### src/rtl/t09_sound_event_sequencer.sv
// Snake-game sound sequencer: turns collision and direction events into timed tones
// with priority DIR > BAD > GOOD, a pending queue, and a square-wave buzzer output.
module t09_sound_event_sequencer #(
   parameter int FREQ_W = 8,
   parameter int DUR_W  = 16,
   parameter int DIR_W  = 4,
   parameter int GOOD_F = 107,
   parameter int BAD_F  = 151,
   parameter int DIR_F  = 179,
   parameter int GOOD_D = 6000,
   parameter int BAD_D  = 12000,
   parameter int DIR_D  = 3000,
   parameter int GAP_D  = 500,
   parameter int PRESC  = 16
) (
   input  logic              clk,
   input  logic              rst,
   input  logic              goodColl_i,
   input  logic              badColl_i,
   input  logic [DIR_W-1:0]  direction_i,
   input  logic              mute_i,
   output logic [FREQ_W-1:0] freq,
   output logic              tone_o,
   output logic              playing_o,
   output logic [2:0]        pending_o
);

   localparam logic [1:0] ST_IDLE = 2'd0;
   localparam logic [1:0] ST_PLAY = 2'd1;
   localparam logic [1:0] ST_GAP  = 2'd2;

   // Sounds are one-hot {dir,bad,good}; as unsigned values they order by priority.
   localparam logic [2:0] SND_NONE = 3'b000;
   localparam logic [2:0] SND_GOOD = 3'b001;
   localparam logic [2:0] SND_BAD  = 3'b010;
   localparam logic [2:0] SND_DIR  = 3'b100;

   localparam int HP_W = FREQ_W + $clog2(PRESC);

   localparam logic [FREQ_W-1:0] GOOD_CODE = FREQ_W'(GOOD_F);
   localparam logic [FREQ_W-1:0] BAD_CODE  = FREQ_W'(BAD_F);
   localparam logic [FREQ_W-1:0] DIR_CODE  = FREQ_W'(DIR_F);
   localparam logic [DUR_W-1:0]  GOOD_LEN  = DUR_W'(GOOD_D - 1);
   localparam logic [DUR_W-1:0]  BAD_LEN   = DUR_W'(BAD_D - 1);
   localparam logic [DUR_W-1:0]  DIR_LEN   = DUR_W'(DIR_D - 1);
   localparam logic [DUR_W-1:0]  GAP_LEN   = DUR_W'(GAP_D - 1);
   localparam logic [HP_W-1:0]   PRESC_HP  = HP_W'(PRESC);

   function automatic logic [2:0] pick_top(input logic [2:0] req);
      logic [2:0] sel;
      if (req[2]) begin
         sel = SND_DIR;
      end else if (req[1]) begin
         sel = SND_BAD;
      end else if (req[0]) begin
         sel = SND_GOOD;
      end else begin
         sel = SND_NONE;
      end
      return sel;
   endfunction

   function automatic logic [FREQ_W-1:0] code_of(input logic [2:0] snd);
      logic [FREQ_W-1:0] code;
      case (snd)
         SND_DIR:  code = DIR_CODE;
         SND_BAD:  code = BAD_CODE;
         SND_GOOD: code = GOOD_CODE;
         default:  code = {FREQ_W{1'b0}};
      endcase
      return code;
   endfunction

   function automatic logic [DUR_W-1:0] len_of(input logic [2:0] snd);
      logic [DUR_W-1:0] len;
      case (snd)
         SND_DIR:  len = DIR_LEN;
         SND_BAD:  len = BAD_LEN;
         SND_GOOD: len = GOOD_LEN;
         default:  len = {DUR_W{1'b0}};
      endcase
      return len;
   endfunction

   logic [1:0]        state_r;
   logic [2:0]        cur_r;
   logic [2:0]        pend_r;
   logic [DUR_W-1:0]  cnt_r;
   logic [HP_W-1:0]   hp_cnt_r;
   logic              ph_r;
   logic              good_q_r;
   logic              bad_q_r;
   logic [DIR_W-1:0]  dir_q_r;

   logic [1:0]        state_nx_s;
   logic [2:0]        cur_nx_s;
   logic [2:0]        pend_nx_s;
   logic [DUR_W-1:0]  cnt_nx_s;
   logic [HP_W-1:0]   hp_nx_s;
   logic              ph_nx_s;
   logic [2:0]        ev_s;
   logic [2:0]        top_s;
   logic              start_s;
   logic [HP_W-1:0]   hp_lim_s;
   logic              play_nx_s;
   logic [FREQ_W-1:0] code_nx_s;
   logic [FREQ_W-1:0] freq_nx_s;
   logic              tone_nx_s;

   assign ev_s = {(direction_i != dir_q_r) & (|direction_i),
                  badColl_i & ~bad_q_r,
                  goodColl_i & ~good_q_r};

   // Next-state, pending-queue and tone-phase logic
   always_comb begin
      state_nx_s = state_r;
      cur_nx_s   = cur_r;
      pend_nx_s  = pend_r;
      cnt_nx_s   = cnt_r;
      hp_nx_s    = hp_cnt_r;
      ph_nx_s    = ph_r;
      top_s      = SND_NONE;
      start_s    = 1'b0;
      hp_lim_s   = HP_W'(code_of(cur_r)) * PRESC_HP - HP_W'(1'b1);
      case (state_r)
         ST_IDLE: begin
            top_s = pick_top(ev_s | pend_r);
            if (top_s != SND_NONE) begin
               state_nx_s = ST_PLAY;
               cur_nx_s   = top_s;
               pend_nx_s  = (ev_s | pend_r) & ~top_s;
               start_s    = 1'b1;
            end else begin
               state_nx_s = ST_IDLE;
            end
         end
         ST_PLAY: begin
            top_s = pick_top(ev_s);
            // Same sound retriggers, higher sound preempts; the preempted one is dropped.
            if ((top_s != SND_NONE) && (top_s >= cur_r)) begin
               cur_nx_s  = top_s;
               pend_nx_s = (pend_r | ev_s) & ~top_s;
               start_s   = 1'b1;
            end else begin
               pend_nx_s = pend_r | ev_s;
               if (cnt_r == {DUR_W{1'b0}}) begin
                  state_nx_s = ST_GAP;
                  cnt_nx_s   = GAP_LEN;
                  hp_nx_s    = {HP_W{1'b0}};
                  ph_nx_s    = 1'b0;
               end else begin
                  cnt_nx_s = cnt_r - DUR_W'(1'b1);
                  if (hp_cnt_r == hp_lim_s) begin
                     hp_nx_s = {HP_W{1'b0}};
                     ph_nx_s = ~ph_r;
                  end else begin
                     hp_nx_s = hp_cnt_r + HP_W'(1'b1);
                  end
               end
            end
         end
         ST_GAP: begin
            pend_nx_s = pend_r | ev_s;
            hp_nx_s   = {HP_W{1'b0}};
            ph_nx_s   = 1'b0;
            if (cnt_r == {DUR_W{1'b0}}) begin
               state_nx_s = ST_IDLE;
            end else begin
               cnt_nx_s = cnt_r - DUR_W'(1'b1);
            end
         end
         default: begin
            state_nx_s = ST_IDLE;
            cur_nx_s   = SND_NONE;
            pend_nx_s  = 3'b000;
         end
      endcase
      if (start_s) begin
         cnt_nx_s = len_of(cur_nx_s);
         hp_nx_s  = {HP_W{1'b0}};
         ph_nx_s  = 1'b0;
      end else begin
         cnt_nx_s = cnt_nx_s;
      end
      play_nx_s = (state_nx_s == ST_PLAY);
      code_nx_s = code_of(cur_nx_s);
      if (play_nx_s && !mute_i) begin
         freq_nx_s = code_nx_s;
         tone_nx_s = ph_nx_s & (code_nx_s != {FREQ_W{1'b0}});
      end else begin
         freq_nx_s = {FREQ_W{1'b0}};
         tone_nx_s = 1'b0;
      end
   end

   // State, counters, edge detectors and registered outputs
   always_ff @(posedge clk) begin
      if (rst) begin
         state_r   <= ST_IDLE;
         cur_r     <= SND_NONE;
         pend_r    <= 3'b000;
         cnt_r     <= {DUR_W{1'b0}};
         hp_cnt_r  <= {HP_W{1'b0}};
         ph_r      <= 1'b0;
         freq      <= {FREQ_W{1'b0}};
         tone_o    <= 1'b0;
         playing_o <= 1'b0;
         pending_o <= 3'b000;
      end else begin
         state_r   <= state_nx_s;
         cur_r     <= cur_nx_s;
         pend_r    <= pend_nx_s;
         cnt_r     <= cnt_nx_s;
         hp_cnt_r  <= hp_nx_s;
         ph_r      <= ph_nx_s;
         freq      <= freq_nx_s;
         tone_o    <= tone_nx_s;
         playing_o <= play_nx_s;
         pending_o <= pend_nx_s;
      end
      // Loaded in reset too, so inputs held across reset release raise no event.
      good_q_r <= goodColl_i;
      bad_q_r  <= badColl_i;
      dir_q_r  <= direction_i;
   end

endmodule

### config.mk
export PLATFORM = sky130hd
export DESIGN_NAME = t09_sound_event_sequencer
export DESIGN_NICKNAME = d
export VERILOG_FILES = /design/src/rtl/t09_sound_event_sequencer.sv
export SDC_FILE = /design/constraint.sdc
export NUM_CORES = 1
export LEC_CHECK = 0
export ABC_AREA = 1
export CAP_MARGIN = 20
export CELL_PAD_IN_SITES_DETAIL_PLACEMENT = 1
export CELL_PAD_IN_SITES_GLOBAL_PLACEMENT = 2
export CORE_MARGIN = 4
export CORE_UTILIZATION = 33
export DETAILED_ROUTE_END_ITERATION = 10
export PLACE_DENSITY = 0.84
export SYNTH_ARGS = -nofsm -noshare
export SYNTH_HDL_FRONTEND = slang
export SYNTH_SLANG_ARGS = --single-unit
### constraint.sdc
create_clock -name clk -period 3.4 [get_ports clk]
set_input_delay 0.51 -clock clk [delete_from_list [all_inputs] [get_ports clk]]
set_output_delay 0.51 -clock clk [all_outputs]
set_load 0.02 [all_outputs]
==> flow_summary_export.csv, run 1 <==
group,metric,value,unit
power,p_per_area,455.0,nW/um^2
finish,syn2layout_area_growth,21.13,%
sta,max_freq,0.3269,GHz
sta,finalSetupViolations,0,
setup_path,critPathMostFrequentCell,"inv_1",
sta,finalSetupTns,0,ns
detailed_routing,drt-pass1-iter-count,4,
detailed_routing,post_drt_wl_per_cell,14.29,um
setup_path,crit_path_max_fanout,5,
detailed_routing,drt-initial-drc-count,94,
synthesis,syn_inst,440,
detailed_routing,route.vias.total,2936,
min_path,hp-class,"in2reg",
detailed_routing,routed_wl,8445,um
finish,layout_commonest_cell,"nand2_1",
synthesis,synthTopCellsByArea,"dfxtp_1 (33%), nand2_1 (11%), inv_1 (8.0%)",
sta,final-max-slew-violation-count,0,
finish,multiInputGateArea,1709,um^2
setup_path,critPathCaptureType,"flip-flop",
synthesis,ys_types,43,
synthesis,synth-edff-count,0,
clocking,clkSlewWorstSetupHoldPaths,0.09,ns
placed_design,place_congestion,0.8712,
setup_path,slowest_stage,"clkdlybuf4s50_1",
grt,antenna_found_initial,0,
sta,post-route-period-util,89.96,%
finish,final_nets,498,
finish,insertedDiodeCount,0,
run,maxCapViolCount,0,
grt,grt_max_degree,17,
clocking,cts_buffers,5,
synthesis,syn_area,3003,um^2
clocking,clock_latency,0.31,ns
setup_path,timing.rr.start,"dir_q_r[2]",
clocking,clkSinkCount,50,
setup_path,slowest_delay,0.47,ns
setup_path,cp.depth,22,
detailed_routing,drc,0,
floorplan,die_h,103.4,um
floorplan,ioPinCount,22,
floorplan,row_count,34,
clocking,clockBufferDepth,2,
setup_path,cp-endpoint,"cnt_r[1]",
detailed_routing,final_antenna_net_count,0,
clocking,cts_tree,"done",
floorplan,die-area,10690,um^2
floorplan,start_util,34.10,%
floorplan,die_w,103.4,um
setup_path,rr_worst_depth,25,
sta,hold_viol_final,0,
synthesis,yosys.area.top_type_share,33.33,%
placed_design,port_buffers,21,
setup_path,crit_buf_inv,5,
sta,clock_skew,0.01209,ns
power,max-vdd-ir-drop,0.0002666,V
outcome,run_status,"finished, final reports clean",
sta,rsz0062_at_grt,"no",
clocking,ctsHoldBuffers,0,
floorplan,core_area,8806,um^2
synthesis,synth_top_area_cell,"dfxtp_1",
finish,drive_gt1_share,16.36,%
setup_path,start_kind,"input port",
setup_path,r2r-end,"cnt_r[1]",
synthesis,yosys_warnings,0,
grt,gr-total-overflow,0,
synthesis,async_reset_ff_share,0,%
clocking,root_buffer,"clkbuf_8",
grt,grt_use_total,16.19,%
setup_path,r2r_slack,0.59,ns
finish,fillers,1120,
finish,seqCellArea,1001,um^2
synthesis,ys_seq_area_share,33.33,%
synthesis,synth_area_per_cell,6.825,um^2
grt,grt_pass1_vias,2822,
synthesis,ys.flop_type,"dfxtp_1",
sta,slew_headroom,58.57,%
finish,final_cell_mix,"nand2_1 (82), inv_1 (64), dfxtp_1 (50)",
detailed_routing,via_per_inst,4.968,
setup_path,path_cells,"clkdlybuf4s50_1, inv_1, nor2_1, inv_1, nor3_4, inv_1, ha_1, inv_1, nand3_1, nand3_2, nand2_1, nand2_2, nand2_4, nand2_4, nand2_2, nand2_2, a21oi_4, nor2_4, nor2_4, nand3_1, nand3_1, a21oi_1",
placed_design,dpl.hpwl,6635,um
setup_path,crit_family,"simple AND/OR/NAND/NOR gates",
clocking,cts-htree-levels,2,
setup_path,crit_required,3.60,ns
sta,hold_slack,0.3543,ns
setup_path,crit_arrival,3.26,ns
synthesis,ys_ff_latch,50,
power,p_leak,1.626,nW
sta,tightest_slew,0.6168,ns
setup_path,startpoint,"goodColl_i",
sta,period_minus_slack,3.059,ns
synthesis,synth_nets,456,
grt,grt_pass1_wl,13740,um
setup_path,critical_path_class,"in2reg",
==> repair_timing <==
item | in CTS | in global routing
gates resized for setup | 0 | 18
setup endpoints to repair | 0 | 26
buffers inserted | 0 | 1
==> cell usage after synthesis (all sizes together) (2+ instances only) <==
cell	count
inv	72
nor3	18
a2111oi	2
or2	2
nor3b	4
a21oi	34
nand2	94
nor2	55
nand3	29
buf	10
xor2	9
a211oi	2
dfxtp	50
nand4	3
o21ai	25
a31oi	2
clkbuf	2
xnor2	6
o211ai	3
nor4	4
ha	7
==> per-stage QoR <==
stage | worst slack [ns] | std cells | util, % | cell area, um^2 | total power, W
finish | 0.3413 | 591 | 41.30 | 3637 | 0.001655
global route | 0.1176 | 591 | 41.30 | 3637 | 0.001767
floorplan | 0.5719 | 440 | - | 3003 | 0.001056
CTS | 0.1477 | 590 | 40.45 | 3562 | 0.001660
global placement | -0.08938 | 582 | 39.24 | 3456 | 0.001204
detailed placement | -0.1859 | 582 | 39.24 | 3456 | 0.001219
==> flip-flops by register name, indices dropped and copies added, names as in the netlist <==
| register | flops |
|---|---|
| cnt_r | 16 |
| hp_cnt_r | 12 |
| freq | 5 |
| dir_q_r | 4 |
| cur_r | 3 |
| pend_r | 3 |
| state_r | 2 |
| bad_q_r | 1 |
| good_q_r | 1 |
| ph_r | 1 |
| playing_o | 1 |
| tone_o | 1 |
==> worst min-delay path by stage <==
stage,slack [ns],cells past startpoint,to,from
final,0.35,1,dir_q_r[3],direction_i[3]
after floorplan,0.46,2,cnt_r[0],cnt_r[0]
after global placement,0.48,2,cnt_r[0],cnt_r[0]
after detailed placement,0.49,2,cnt_r[0],cnt_r[0]
after CTS,0.50,2,cnt_r[0],cnt_r[0]
after global routing,0.36,1,dir_q_r[0],direction_i[0]
==> final cells by class <==
| type | count | area share [%] |
|---|---|---|
| Clock buffer | 7 | 2.098 |
| Clock inverter | 1 | 0.8256 |
| Inverter | 72 | 7.430 |
| Multi-Input combinational cell | 306 | 46.99 |
| Sequential cell | 50 | 27.52 |
| Tap cell | 108 | 3.715 |
| Timing Repair Buffer | 47 | 11.42 |
==> routing by layer <==
layer	GRT usage [%]	vias up	wire length, um
met5	0	-	0
met4	3.984	0	88
li1	-	1490	-
met2	26.42	15	4101
met3	2.213	11	110
met1	22.55	1420	4145
==> report_power, final <==
group / total, W / leakage, nW / switching, W / internal (W)
registers: 0.000681 / 0.410 / 0.0000469 / 0.000634
logic: 0.000543 / 1.16 / 0.000334 / 0.000209
clock network: 0.000431 / 0.0524 / 0.000210 / 0.000221
total: 0.00165 / 1.63 / 0.000591 / 0.00106
==> cells by family (layout without fill, tap and decap cells) <==
| family | after synthesis | after routing | synth area share, % |
|---|---|---|---|
| flip-flops | 50 | 50 | 33.33 |
| AO/OA/AOI/OAI | 74 | 74 | 15.21 |
| adder cells (fa/ha/maj) | 7 | 7 | 2.917 |
| XOR/XNOR | 15 | 15 | 4.375 |
| AND/OR/NAND/NOR | 210 | 210 | 32.50 |
| buffers and inverters | 84 | 127 | 11.67 |
Note: power is estimated with default switching activity, not from simulation.
==> run 2: changes to the inputs <==
--- a/config.mk
+++ b/config.mk
@@ -12,7 +12,7 @@
 export CORE_MARGIN = 4
 export CORE_UTILIZATION = 33
 export DETAILED_ROUTE_END_ITERATION = 10
-export PLACE_DENSITY = 0.84
+export PLACE_DENSITY = 0.78
 export SYNTH_ARGS = -nofsm -noshare
 export SYNTH_HDL_FRONTEND = slang
 export SYNTH_SLANG_ARGS = --single-unit
==> flow_summary_export.csv, run 2 (synthesis results as in run 1) <==
group,metric,value,unit
grt,grt_use_total,16.46,%
grt,gr-total-overflow,0,
placed_design,port_buffers,21,
sta,hold_slack,0.4890,ns
sta,hold_viol_final,0,
placed_design,place_congestion,0.8317,
outcome,run_status,"finished, final reports clean",
detailed_routing,drt-initial-drc-count,88,
setup_path,cp-endpoint,"cnt_r[3]",
detailed_routing,drt-pass1-iter-count,4,
setup_path,slowest_stage,"clkdlybuf4s50_1",
setup_path,crit_path_max_fanout,12,
finish,insertedDiodeCount,0,
sta,post-route-period-util,91.57,%
floorplan,start_util,34.10,%
setup_path,crit_required,3.60,ns
clocking,cts_tree,"done",
grt,grt_pass1_vias,2881,
finish,largest-register,"cnt_r",
sta,slew_headroom,61.85,%
floorplan,die_w,103.4,um
setup_path,critPathMostFrequentCell,"nand2_1",
finish,layout_commonest_cell,"nand2_1",
setup_path,r2r_slack,0.66,ns
min_path,hp-class,"reg2reg",
setup_path,rr_worst_depth,25,
floorplan,die-area,10690,um^2
finish,drive_gt1_share,16.49,%
power,power,0.001557,W
sta,max_freq,0.3212,GHz
sta,finalSetupTns,0,ns
grt,grt_max_degree,17,
power,p_leak,1.590,nW
detailed_routing,drc,0,
setup_path,start_kind,"input port",
grt,grt_pass1_wl,13910,um
floorplan,die_h,103.4,um
setup_path,startpoint,"direction_i[2]",
finish,final_util,41.09,%
finish,final_nets,501,
finish,largest_reg_flops,16,
setup_path,critPathCaptureType,"flip-flop",
setup_path,crit_arrival,3.31,ns
setup_path,timing.rr.start,"dir_q_r[2]",
detailed_routing,route.vias.total,2854,
placed_design,dpl.hpwl,6582,um
clocking,clock_latency,0.30,ns
power,p_per_area,430.3,nW/um^2
finish,final_cell_mix,"nand2_1 (82), inv_1 (64), dfxtp_1 (50)",
setup_path,r2r-end,"cnt_r[3]",
finish,largest_registers,"cnt_r: 16 flops, hp_cnt_r: 12 flops, freq: 5 flops",
sta,tightest_slew,0.5679,ns
sta,final-max-slew-violation-count,0,
sta,finalSetupViolations,0,
detailed_routing,routed_wl,8187,um
clocking,root_buffer,"clkbuf_8",
detailed_routing,final_antenna_net_count,0,
detailed_routing,via_per_inst,4.813,
power,max-vdd-ir-drop,0.0002083,V
clocking,cts-htree-levels,2,
grt,antenna_found_initial,0,
detailed_routing,post_drt_wl_per_cell,13.81,um
setup_path,critical_path_class,"in2reg",
finish,layout.cells.non_filler,593,
finish,syn2layout_area_growth,20.50,%
floorplan,ioPinCount,22,
clocking,cts_buffers,5,
floorplan,row_count,34,
sta,period_minus_slack,3.113,ns
floorplan,core_area,8806,um^2
setup_path,slowest_delay,0.50,ns
clocking,clkSinkCount,50,
clocking,clkSlewWorstSetupHoldPaths,0.09,ns
run,maxCapViolCount,0,
sta,clock_skew,0.008548,ns
placed_design,placed_cells,585,
sta,rsz0062_at_grt,"no",
clocking,clockBufferDepth,2,
## run 2: cell count changes in the layout (fill, tap and decap cells not counted), sizes merged
cell,change
buf,+3
bufinv,-1
clkbuf,-2
clkdlybuf4s50,+4
clkinv,+2
dlymetal6s2s,-4
## run 2: final cells by class
type | count | area (um^2)
fillers | 1141 | 5187
multi-input cells | 306 | 1703
flip-flops and latches | 50 | 1001
repair buffers | 50 | 427.9
inverters | 72 | 272.8
well taps | 108 | 135.1
clock buffers | 5 | 68.82
clock inverters | 2 | 10.01
## run 2: routing by layer
layer  routed length [um]  share of wire (%)  vias to the layer above  GRT usage [%]
met5                    0                  0                        -              0
met4                  114                1.4                        0          4.183
met3                  112                1.4                        9          2.414
met2                 3716                 45                       15          25.98
met1                 4243                 52                     1333          23.49
li1                     -                  -                     1497              -
## run 2: worst min path at each step
| stage | to | depth (start not counted) | startpoint |
|---|---|---|---|
| detailed placement | cnt_r[0] | 2 | cnt_r[0] |
| finish | cnt_r[0] | 2 | cnt_r[0] |
| floorplan | cnt_r[0] | 2 | cnt_r[0] |
| global placement | cnt_r[0] | 2 | cnt_r[0] |
| global route | hp_cnt_r[0] | 2 | hp_cnt_r[0] |
| CTS | cnt_r[0] | 2 | cnt_r[0] |
## run 2: through the flow
step           instance area, um^2  setup WS, ns
2_1_floorplan                 3003        0.5719
3_3_place_gp                  3478       -0.1061
3_5_place_dp                  3478       -0.1721
4_1_cts                       3557        0.1285
5_1_grt                       3618      0.007288
6_report                      3618        0.2866
## run 2: where the power goes
group          internal, W  leakage (nW)  switching [W]
logic             0.000214          1.14       0.000326
registers         0.000634         0.410      0.0000472
clock network     0.000139        0.0438       0.000198
## run 2: repair_timing
action,in CTS,in global routing
buffers inserted,0,1
hold buffers,0,0
endpoints found under the hold margin,0,0
endpoints found under the setup margin,0,22
gates resized for setup,0,14
## run 2: worst max-delay path, delay by kind of cell
family                     cells  cell delay, ns
AOI/OAI and AO/OA              4            0.42
adders and majority gates      1            0.27
buffers and inverters          8            1.13
and+or+nand+nor               13            0.99
==> run 3: changes to the inputs <==
--- a/config.mk
+++ b/config.mk
@@ -16,3 +16,4 @@
 export SYNTH_ARGS = -nofsm -noshare
 export SYNTH_HDL_FRONTEND = slang
 export SYNTH_SLANG_ARGS = --single-unit
+export TNS_END_PERCENT = 50
==> results of run 3 <==
Final layout, timing and power as in run 2 (identical DEF).
